`src/rtl/rw_flow_ctrl_burst.sv`:
```
// rw_flow_ctrl_burst: sequences memory write, burst memory readout and calc-result transmit
// Ports: clk, reset (async active-low); valid_cmd/rw/active/mode/addr_in/burst_len from the command decoder;
//        tx_done from the serial transmitter; ac_mem/rw_mem/mem_addr drive memory; p_load/tx_dat drive TX;
//        busy while an operation runs; done and timeout_err are one-cycle completion pulses.
module rw_flow_ctrl_burst #(
  parameter int unsigned ADDR_W     = 8,
  parameter int unsigned BL_W       = 3,
  parameter int unsigned MEM_LAT    = 1,
  parameter int unsigned TX_TIMEOUT = 255
) (
  input  logic              clk,
  input  logic              reset,
  input  logic              valid_cmd,
  input  logic              rw,
  input  logic              active,
  input  logic              mode,
  input  logic [ADDR_W-1:0] addr_in,
  input  logic [BL_W-1:0]   burst_len,
  input  logic              tx_done,
  output logic              ac_mem,
  output logic              rw_mem,
  output logic [ADDR_W-1:0] mem_addr,
  output logic              p_load,
  output logic              tx_dat,
  output logic              busy,
  output logic              done,
  output logic              timeout_err
);
  localparam int unsigned TMAX = TX_TIMEOUT > MEM_LAT ? TX_TIMEOUT : MEM_LAT;
  localparam int unsigned TW   = $clog2(TMAX + 1);
  typedef enum logic [2:0] {IDLE, WRITE, RD_ACC, RD_WAIT, LOAD, TX, C_LOAD, C_TX} state_t;
  state_t            state_q, state_d;
  logic [ADDR_W-1:0] addr_q, addr_d;
  logic [BL_W-1:0]   cnt_q, cnt_d;
  logic [TW-1:0]     tmr_q, tmr_d;
  logic              mode_q, mode_d, done_d, err_d, abort, tout;
  logic [4:0]        out_q, out_d;
  assign {ac_mem, rw_mem, p_load, tx_dat, busy} = out_q;
  assign mem_addr = addr_q;
  // one shared timer: latency wait in RD_WAIT, timeout in TX/C_TX; a zero TX_TIMEOUT never matches
  assign tout  = 32'(tmr_q) + 32'd1 == 32'(TX_TIMEOUT);
  assign abort = state_q != IDLE && state_q != WRITE && (!active || mode != mode_q);
  always_comb begin
    state_d = state_q;
    addr_d  = addr_q;
    cnt_d   = cnt_q;
    mode_d  = mode_q;
    tmr_d   = tmr_q + TW'(1);
    done_d  = 1'b0;
    err_d   = 1'b0;
    if (abort) state_d = IDLE;
    else case (state_q)
      IDLE: if (valid_cmd && active) begin
        addr_d  = addr_in;
        cnt_d   = burst_len == '0 ? BL_W'(1) : burst_len;
        mode_d  = mode;
        state_d = !mode ? C_LOAD : rw ? WRITE : RD_ACC;
      end
      WRITE: begin
        state_d = IDLE;
        done_d  = 1'b1;
      end
      RD_ACC: begin
        state_d = MEM_LAT > 1 ? RD_WAIT : LOAD;
        tmr_d   = '0;
      end
      RD_WAIT: if (32'(tmr_q) + 32'd1 == MEM_LAT - 1) state_d = LOAD;
      LOAD, C_LOAD: begin
        state_d = state_q == LOAD ? TX : C_TX;
        tmr_d   = '0;
      end
      TX, C_TX: if (tx_done) begin
        cnt_d = cnt_q - BL_W'(1);
        if (state_q == TX && cnt_q > BL_W'(1)) begin
          addr_d  = addr_q + ADDR_W'(1);
          state_d = RD_ACC;
        end else begin
          state_d = IDLE;
          done_d  = 1'b1;
        end
      end else if (tout) begin
        state_d = IDLE;
        err_d   = 1'b1;
      end
      default: state_d = IDLE;
    endcase
    out_d = state_d == WRITE  ? 5'b11001 :
            state_d == RD_ACC ? 5'b10001 :
            state_d == RD_WAIT ? 5'b00001 :
            (state_d == LOAD || state_d == C_LOAD) ? 5'b00101 :
            (state_d == TX || state_d == C_TX) ? 5'b00011 : 5'b00000;
  end
  always_ff @(posedge clk or negedge reset) begin
    if (!reset) begin
      state_q     <= IDLE;
      addr_q      <= '0;
      cnt_q       <= '0;
      tmr_q       <= '0;
      mode_q      <= 1'b0;
      out_q       <= '0;
      done        <= 1'b0;
      timeout_err <= 1'b0;
    end else begin
      state_q     <= state_d;
      addr_q      <= addr_d;
      cnt_q       <= cnt_d;
      tmr_q       <= tmr_d;
      mode_q      <= mode_d;
      out_q       <= out_d;
      done        <= done_d;
      timeout_err <= err_d;
    end
  end
endmodule

```
`config.mk`:
```
export PLATFORM = sky130hd
export DESIGN_NAME = rw_flow_ctrl_burst
export DESIGN_NICKNAME = d
export VERILOG_FILES = /design/src/rtl/rw_flow_ctrl_burst.sv
export SDC_FILE = /design/constraint.sdc
export NUM_CORES = 1
export LEC_CHECK = 0
export ABC_AREA = 0
export CAP_MARGIN = 15
export CELL_PAD_IN_SITES_DETAIL_PLACEMENT = 0
export CELL_PAD_IN_SITES_GLOBAL_PLACEMENT = 1
export CORE_AREA = 3 3 72 74
export DETAILED_ROUTE_END_ITERATION = 7
export DIE_AREA = 0 0 75 77
export PLACE_DENSITY_LB_ADDON = 0.1
export RECOVER_POWER = 50
export SETUP_SLACK_MARGIN = 0.5
export SLEW_MARGIN = 5
export SYNTH_ARGS = -nofsm -noshare
export SYNTH_HDL_FRONTEND = slang
export SYNTH_SLANG_ARGS = --single-unit
```
`constraint.sdc`:
```
create_clock -name clk -period 2.56 [get_ports clk]
set_input_delay 0.256 -clock clk [delete_from_list [all_inputs] [get_ports clk]]
set_output_delay 0.256 -clock clk [all_outputs]
set_load 0.05 [all_outputs]
```
==> results of run 1 <==
[per-stage QoR]
stage | utilization | area (µm²) | cells | hold WS [ps] | total power [W]
global placement | 0.463 | 2160 | 283 | 503 | 0.00237
detailed placement | 0.463 | 2160 | 283 | 509 | 0.00241
finish | 0.513 | 2390 | 300 | 536 | 0.00303
global route | 0.513 | 2390 | 300 | 565 | 0.00328
CTS | 0.494 | 2300 | 297 | 388 | 0.00291
floorplan | - | 1770 | 196 | -39.6 | 0.00197
[synthesized netlist by cell type (2+ instances only)]
cell / count / area [µm²]
nand3_1: 10 / 50.1
and2_1: 3 / 18.8
nand4_1: 2 / 12.5
a21oi_1: 19 / 95.1
o31ai_4: 2 / 42.5
a211oi_1: 2 / 15.0
nor3_1: 6 / 30.0
xnor2_1: 6 / 52.6
and3_1: 2 / 12.5
nand2_1: 17 / 63.8
o21ai_0: 16 / 80.1
clkbuf_8: 2 / 27.5
and2b_2: 2 / 17.5
nor2b_1: 3 / 18.8
dfrtp_1: 30 / 751
o21ai_1: 2 / 10.0
inv_2: 2 / 7.51
nor2_1: 19 / 71.3
o211ai_1: 2 / 15.0
inv_1: 9 / 33.8
ha_1: 5 / 62.6
o22ai_1: 3 / 18.8
a31oi_1: 3 / 18.8
clkbuf_1: 2 / 7.51
or3_1: 3 / 18.8
[cell families (layout without fill, tap and decap cells)]
family | count (synthesis) | in the layout
compound gates | 63 | 63
fa+ha+maj | 5 | 5
simple gates | 73 | 73
buf+inv | 17 | 67
flops | 30 | 30
mux | 1 | 1
xor+xnor | 7 | 7
[critical path: cells and delay by family, from the launching register on]
kind | cells | cell delay, ps
buffers and inverters | 1 | 70
AO/OA/AOI/OAI | 2 | 460
flip-flops | 1 | 450
adder cells (fa/ha/maj) | 1 | 180
AND/OR/NAND/NOR | 4 | 920
[per-layer routing]
metal	up-vias	routed length (µm)
li1	803	-
met1	768	2090
met2	34	2100
met3	2	194
met4	0	19
met5	-	0
[layout make-up]
| type | instances | area share |
|---|---|---|
| Multi-Input combinational cell | 149 | 0.418 |
| Sequential cell | 30 | 0.316 |
| Timing Repair Buffer | 48 | 0.183 |
| Clock buffer | 7 | 0.0361 |
| Tap cell | 54 | 0.0283 |
| Inverter | 11 | 0.0173 |
| Clock inverter | 1 | 0.00209 |
[flip-flops by register name (all words and copies together) (netlist names)]
| signal | count |
|---|---|
| mode_q | 1 |
| done | 1 |
| out_q | 5 |
| mem_addr | 8 |
| timeout_err | 1 |
| cnt_q | 3 |
| state_q | 3 |
| tmr_q | 8 |
[worst max-delay path by stage]
stage | endpoint | slack [ps] | depth (start not counted)
after floorplan | out_q[0] | 430 | 8
final | out_q[0] | 370 | 8
after detailed placement | out_q[0] | 300 | 8
after global placement | out_q[0] | 350 | 7
after CTS | out_q[0] | 380 | 8
after global routing | tmr_q[0] | 190 | 2
[what timing repair did]
action                     CTS  global route
gates resized for setup      3            16
setup buffers                6             3
setup endpoints to repair    5            14
pin swaps                    4             3
[report_power, final]
part	total, W	leakage [nW]	switching, W	internal, W
registers	0.000906	0.363	0.000227	0.000680
clock network	0.000390	0.0482	0.000173	0.000217
logic	0.00174	0.564	0.00102	0.000723
total	0.00303	0.976	0.00142	0.00162
==> impl_metrics.json, run 1 <==
{
  "status": "finished, violations left",
  "violations": "capacitance limit, slew limit",
  "clk_pin_slew_ps": 60,
  "h-tree-depth": 2,
  "ys_seq_elements": 30,
  "drtIter0Drc": 121,
  "dieArea_um2": 5780,
  "preCtsSetupSlack_ps": 299,
  "worst_slack_ps": 371,
  "synthArstFlopShare": 1.00,
  "io_pins": 33,
  "ys_types": 49,
  "cap_violations": 1,
  "critPathMaxStageDelay_ps": 450,
  "synth_compound_area_frac": 0.242,
  "drive_gt1_frac": 0.199,
  "setup.worst_path.start": "tmr_q[1]",
  "synth_ff_type": "dfrtp_1",
  "grt_pass1_vias": 1613,
  "insertion_delay_ps": 280,
  "seq_area_um2": 756,
  "worst-setup-path-type": "flop to flop",
  "start_util": 0.378,
  "hold_path_end": "mem_addr[0]",
  "synth_simple_gate_area_frac": 0.205,
  "ys_warn_count": 0,
  "grt.overflow.total": 0,
  "syn_area_um2": 1760,
  "ant_nets": 0,
  "fin_tns_setup_ps": 0,
  "cts_hold_buf": 0,
  "rsz0062_at_grt": "yes",
  "ir_drop_mv": 0.505,
  "layout_common_cells": "clkdlybuf4s50_1 (31), dfrtp_1 (26), a21oi_1 (18), nor2_1 (17)",
  "drc": 0,
  "tightest_slew_ps": 1650,
  "core_region_area_um2": 4660,
  "track_usage": 0.170,
  "antenna_found_initial": 0,
  "gp_congestion": 0.769,
  "timing.final.crit_share": 0.855,
  "min_period_ps": 2190,
  "worstHoldPathCells": 1,
  "rr_endpoint": "out_q[0]",
  "top_usage_layer": "met2",
  "cts_tree": "yes",
  "vias_per_cell": 5.36,
  "fmax_mhz": 457,
  "wirelength_um": 4400,
  "grt_max_degree": 31,
  "netlist_instances": 196,
  "r2r_cells": 8,
  "fin_skew_ps": 5.69,
  "finalSetupViolations": 0,
  "first_pass_iters": 4,
  "fp.dieH_um": 77,
  "synth-xor-area-share": 0.0348,
  "synth_nets": 219,
  "hold_violations": 0,
  "die_w_um": 75,
  "wl_per_cell_um": 14.7,
  "arrival_ps": 2350,
  "power_density_nw_per_um2": 1270,
  "worst_ep_required_time_ps": 2720,
  "worstPathCellList": "ha_4 -> and2_4 -> and4_1 -> o2111ai_2 -> and2b_2 -> o31ai_4 -> inv_2 -> or3_1",
  "synthAdderAreaFrac": 0.0355,
  "rows": 25,
  "r2r-start": "tmr_q[1]",
  "ys_seq_area_frac": 0.426,
  "synth_top_family_by_area": "compound AO/OA/AOI/OAI gates",
  "hold_path_startpoint": "mem_addr[0]",
  "synthMuxAreaShare": 0.00568,
  "num_vias": 1607,
  "use_met3": 0.0419,
  "cts.sinks": 30,
  "leakage_nw": 0.976,
  "diodes": 0,
  "rrSetupSlack_ps": 370,
  "clock_path_buffers": 2,
  "met2_usage": 0.262,
  "io_buffer_count": 32,
  "relSlewSlack": -0.0985,
  "grt_pass1_wl_um": 7730,
  "ctsRootBufferMaster": "clkbuf_8",
  "fin_nets": 268,
  "hp-class": "flop to flop",
  "end_kind": "flop",
  "avgSynthCellArea_um2": 8.99,
  "use_met1": 0.233,
  "nFillCells": 440,
  "finalMaxSlewViolations": 31,
  "area_delta_synth_final_pct": 35.7,
  "layout_commonest_cell": "clkdlybuf4s50_1",
  "crit_fanout": 4,
  "hpwl_um": 3100,
  "synth_edf_count": 0,
  "cp-start-kind": "flop",
  "multi_input_area_um2": 998,
  "crit_slowest_cell": "dfrtp_2",
  "cts_buffers": 5
}
(Power assumes the default switching activity.)
==> run 2, diff against run 1 <==
- GPL_TIMING_DRIVEN: default -> 0
==> impl_metrics.json, run 2 (synthesized netlist as in run 1, its figures left out) <==
{
  "finalMaxSlewViolations": 31,
  "tightest_slew_ps": 1670,
  "h-tree-depth": 2,
  "io_buffer_count": 32,
  "endpoint": "out_q[0]",
  "power_frac_comb": 0.586,
  "antenna_found_initial": 0,
  "wirelength_um": 4330,
  "layout_commonest_cell": "dfrtp_1",
  "rsz0062_at_grt": "yes",
  "cts.sinks": 30,
  "sequentialPowerShare": 0.284,
  "num_vias": 1643,
  "switching_power_w": 0.00141,
  "drtIter0Drc": 106,
  "hold_violations": 0,
  "drc": 0,
  "total_power_w": 0.00304,
  "setup.worst_path.start": "tmr_q[0]",
  "worst_ep_required_time_ps": 2720,
  "clk_pin_slew_ps": 60,
  "finalSetupViolations": 0,
  "gp_congestion": 0.794,
  "nFillCells": 427,
  "fmax_mhz": 471,
  "grt_pass1_vias": 1607,
  "r2r-start": "tmr_q[0]",
  "clkPwrFrac": 0.130,
  "r2r_cells": 7,
  "cp-start-kind": "flop",
  "wl_per_cell_um": 14.3,
  "final_cell_count_no_fill": 302,
  "drive_gt1_frac": 0.202,
  "rrSetupSlack_ps": 440,
  "timing.final.crit_share": 0.829,
  "hp-class": "input pin to async pin",
  "worst-setup-path-type": "flop to flop",
  "dieArea_um2": 5780,
  "leakage_nw": 1.01,
  "ir_drop_mv": 0.579,
  "ctsRootBufferMaster": "clkbuf_8",
  "die_w_um": 75,
  "min_period_ps": 2120,
  "placed_cells": 282,
  "insertion_delay_ps": 280,
  "grt_pass1_wl_um": 7530,
  "arrival_ps": 2280,
  "io_pins": 33,
  "cts_tree": "yes",
  "fin_nets": 270,
  "first_pass_iters": 4,
  "status": "finished, violations left",
  "rows": 25,
  "crit_fanout": 6,
  "cap_violations": 1,
  "violations": "capacitance limit, slew limit",
  "core_region_area_um2": 4660,
  "fin_skew_ps": 1.86,
  "layout_common_cells": "dfrtp_1 (28), clkdlybuf4s50_1 (27), nor2_1 (19), nand2_1 (17), a21oi_1 (17)",
  "relSlewSlack": -0.112,
  "fin_tns_setup_ps": 0,
  "cts_buffers": 5,
  "start_util": 0.378,
  "sw_frac_of_total": 0.464,
  "area_delta_synth_final_pct": 38.0,
  "track_usage": 0.165,
  "design_area_um2": 2430,
  "vias_per_cell": 5.44,
  "cts_hold_buf": 0,
  "postPlaceCellArea_um2": 2150,
  "diodes": 0,
  "power_density_nw_per_um2": 1250,
  "rr_endpoint": "out_q[0]",
  "grt.overflow.total": 0,
  "end_kind": "flop",
  "fp.dieH_um": 77,
  "grt_max_degree": 31,
  "clock_path_buffers": 2,
  "hpwl_um": 3040,
  "p_int_w": 0.00163,
  "ant_nets": 0,
  "final_core_utilization": 0.522
}
## run 2: cell count changes in the layout (fill, tap and decap cells not counted), sizes merged
cell | before | now
buf | 14 | 13
clkdlybuf4s50 | 31 | 27
clkbuf | 9 | 13
dlygate4sd3 | 1 | 4
## run 2: worst min-delay path by stage
stage	depth (start not counted)	slack (ps)	to	from
after floorplan	0	-40	cnt_q[0]	reset
after global placement	1	510	tmr_q[0]	tmr_q[0]
after detailed placement	1	360	out_q[0]	reset
after CTS	1	50	out_q[0]	reset
after global routing	3	550	mem_addr[1]	addr_in[1]
final	1	400	out_q[1]	reset
## run 2: power groups by stage
stage	combinational [W]	sequential [W]	clock, W
global placement	0.00153	0.000851	0
detailed placement	0.00154	0.000865	0
CTS	0.00172	0.000848	0.000413
global route	0.00195	0.000898	0.000429
floorplan	0.000820	0.00115	0
finish	0.00178	0.000862	0.000394
## run 2: metrics by stage
stage | setup WS [ps] | hold slack (ps)
after global routing | 328 | 549
final | 439 | 402
after CTS | 427 | 52.5
after floorplan | 430 | -39.6
after detailed placement | 114 | 356
after global placement | 133 | 510
## run 2: cell type report
type	instances	area [µm²]	area share
plain buffers	6	51.3	0.0211
clock buffers	7	86.3	0.0355
clock inverters	1	5.00	0.00206
inverters	11	41.3	0.0170
multi-input cells	149	1020	0.420
flip-flops and latches	30	753	0.310
well taps	54	67.6	0.0278
repair buffers	44	404	0.166
## run 2: what timing repair did
action                     in CTS  in global routing
pin swaps                       9                  5
setup endpoints to repair      12                 14
hold endpoints to repair        0                  0
resized for setup               8                 15
setup buffers                  11                  1
## run 2: metal layers
| layer | GRT usage | part of all wire | vias to the layer above | wire [µm] |
|---|---|---|---|---|
| met5 | 0 | 0 | - | 0 |
| met4 | 0.0498 | 0.011 | 0 | 48 |
| met3 | 0.0393 | 0.051 | 6 | 220 |
| met2 | 0.260 | 0.47 | 43 | 2050 |
| met1 | 0.219 | 0.46 | 790 | 2010 |
| li1 | - | - | 804 | - |
## run 2: critical path: stages, from the launching register on
cell	delay, ps
dfrtp_1	410
nand4_2	210
or3_1	410
a21oi_4	190
o31ai_4	120
o31ai_4	300
inv_2	50
or3_1	300
==> run 3, diff against run 2 <==
- CORE_AREA: 3 3 72 74 -> 3 3 75 77
- DIE_AREA: 0 0 75 77 -> 0 0 78 80
- clock period: 2.56 -> 1.7 ns (I/O delays scaled with it)
==> impl_metrics.json, run 3 (synthesized netlist as in run 1, its figures left out) <==
{
  "insertion_delay_ps": 280,
  "arrival_ps": 2440,
  "layout_common_cells": "dfrtp_1 (29), buf_4 (27), buf_6 (18), clkdlybuf4s50_1 (16), nand2_1 (13)",
  "area_delta_synth_final_pct": 78.0,
  "cts.sinks": 30,
  "ir_drop_mv": 0.873,
  "final_cell_count_no_fill": 356,
  "rows": 26,
  "grt_max_degree": 31,
  "cp-start-kind": "flop",
  "num_vias": 1841,
  "nFillCells": 417,
  "fmax_mhz": 439,
  "fin_skew_ps": 5.08,
  "violations": "setup timing",
  "placed_cells": 298,
  "min_period_ps": 2280,
  "vias_per_cell": 5.17,
  "antenna_found_initial": 0,
  "cap_violations": 0,
  "gp_congestion": 0.807,
  "rr_endpoint": "out_q[0]",
  "drc": 0,
  "dieArea_um2": 6240,
  "finalSetupViolations": 15,
  "fin_nets": 309,
  "grt.overflow.total": 0,
  "switching_power_w": 0.00267,
  "rrSetupSlack_ps": -580,
  "postPlaceCellArea_um2": 2290,
  "worst_slack_ps": -578,
  "multi_input_area_um2": 1280,
  "clkPwrFrac": 0.095,
  "worst-setup-path-type": "flop to flop",
  "end_kind": "flop",
  "hpwl_um": 3330,
  "grt_pass1_vias": 1878,
  "finalMaxSlewViolations": 0,
  "clock_path_buffers": 2,
  "io_buffer_count": 32,
  "cts_buffers": 5,
  "grt_pass1_wl_um": 9090,
  "worst_ep_required_time_ps": 1860,
  "setup.worst_path.start": "tmr_q[0]",
  "p_int_w": 0.00304,
  "ctsRootBufferMaster": "clkbuf_8",
  "timing.final.crit_share": 1.34,
  "first_pass_iters": 4,
  "h-tree-depth": 2,
  "hp-class": "input pin to flop",
  "status": "finished, violations left",
  "diodes": 0,
  "seq_area_um2": 752,
  "power_frac_comb": 0.672,
  "relSlewSlack": 0.463,
  "r2r_cells": 8,
  "tightest_slew_ps": 805,
  "leakage_nw": 1.27,
  "die_w_um": 78,
  "ant_nets": 0,
  "wirelength_um": 5850,
  "hold_violations": 0,
  "sw_frac_of_total": 0.467,
  "cts_tree": "yes",
  "power_density_nw_per_um2": 1820,
  "sequentialPowerShare": 0.233,
  "design_area_um2": 3140,
  "r2r-start": "tmr_q[0]",
  "io_pins": 33,
  "drtIter0Drc": 70,
  "layout_commonest_cell": "dfrtp_1",
  "start_util": 0.347,
  "fp.dieH_um": 80,
  "track_usage": 0.186,
  "rsz0062_at_grt": "yes",
  "drive_gt1_frac": 0.517,
  "core_region_area_um2": 5070,
  "wl_per_cell_um": 16.4,
  "endpoint": "out_q[0]",
  "clk_pin_slew_ps": 60,
  "crit_fanout": 4
}
run 3: changes by cell type in the layout (fill, tap and decap cells not counted), moves of 8 or more:
cell	change
nor2_4	+8
clkdlybuf4s50_1	-11
a21oi_2	+10
nor2_1	-13
buf_6	+18
a21oi_1	-12
buf_4	+14
run 3: per-layer routing:
layer | share of wire | track usage | wire length (µm)
met5 | 0 | 0 | 0
met4 | 0.0089 | 0.0647 | 52
met3 | 0.037 | 0.0440 | 215
met2 | 0.55 | 0.330 | 3240
met1 | 0.40 | 0.218 | 2340
run 3: how the worst min path moves through the flow:
stage	start	to	slack, ps	depth (start not counted)
after floorplan	reset	cnt_q[0]	-130	0
after global routing	addr_in[5]	mem_addr[5]	500	3
final	addr_in[5]	mem_addr[5]	470	3
after global placement	tmr_q[0]	tmr_q[0]	520	1
after detailed placement	reset	mem_addr[4]	270	1
after CTS	addr_in[5]	mem_addr[5]	470	3
run 3: metrics by stage:
stage	util	hold slack [ps]	TNS, ps	setup WS [ps]	power [W]
after detailed placement	0.450	268	-5430	-635	0.00388
after global routing	0.618	498	-5400	-624	0.00604
after global placement	0.451	521	-7830	-606	0.00383
after CTS	0.569	467	-2850	-472	0.00521
final	0.618	468	-3830	-578	0.00571
after floorplan	-	-126	-1320	-428	0.00319
run 3: repair_timing:
item	in CTS	in global routing
resized for setup	111	33
hold buffers	1	0
hold endpoints to repair	30	0
pin swaps	15	14
setup endpoints to repair	44	31
buffers inserted	38	10
cloned	2	0
run 3: power groups by stage:
stage / clock (W) / sequential [W] / combinational [W]
5_1_grt: 0.000596 / 0.00137 / 0.00408
2_1_floorplan: 0 / 0.00176 / 0.00143
3_5_place_dp: 0 / 0.00132 / 0.00255
3_3_place_gp: 0 / 0.00130 / 0.00252
4_1_cts: 0.000561 / 0.00130 / 0.00335
6_report: 0.000544 / 0.00133 / 0.00383
run 3: layout make-up:
cell class,instances,area share
well taps,70,0.0279
clock buffers,7,0.0243
repair buffers,83,0.254
flip-flops and latches,30,0.240
inverters,11,0.0132
multi-input cells,149,0.407
plain buffers,6,0.0335
run 3: critical path: stages, from the launching register on:
cell       delay [ps]
dfrtp_1           400
ha_2              210
and2_4            160
and4_4            220
o2111ai_4         130
buf_4             180
a211oi_2          360
a211oi_4          100
or3_1             380
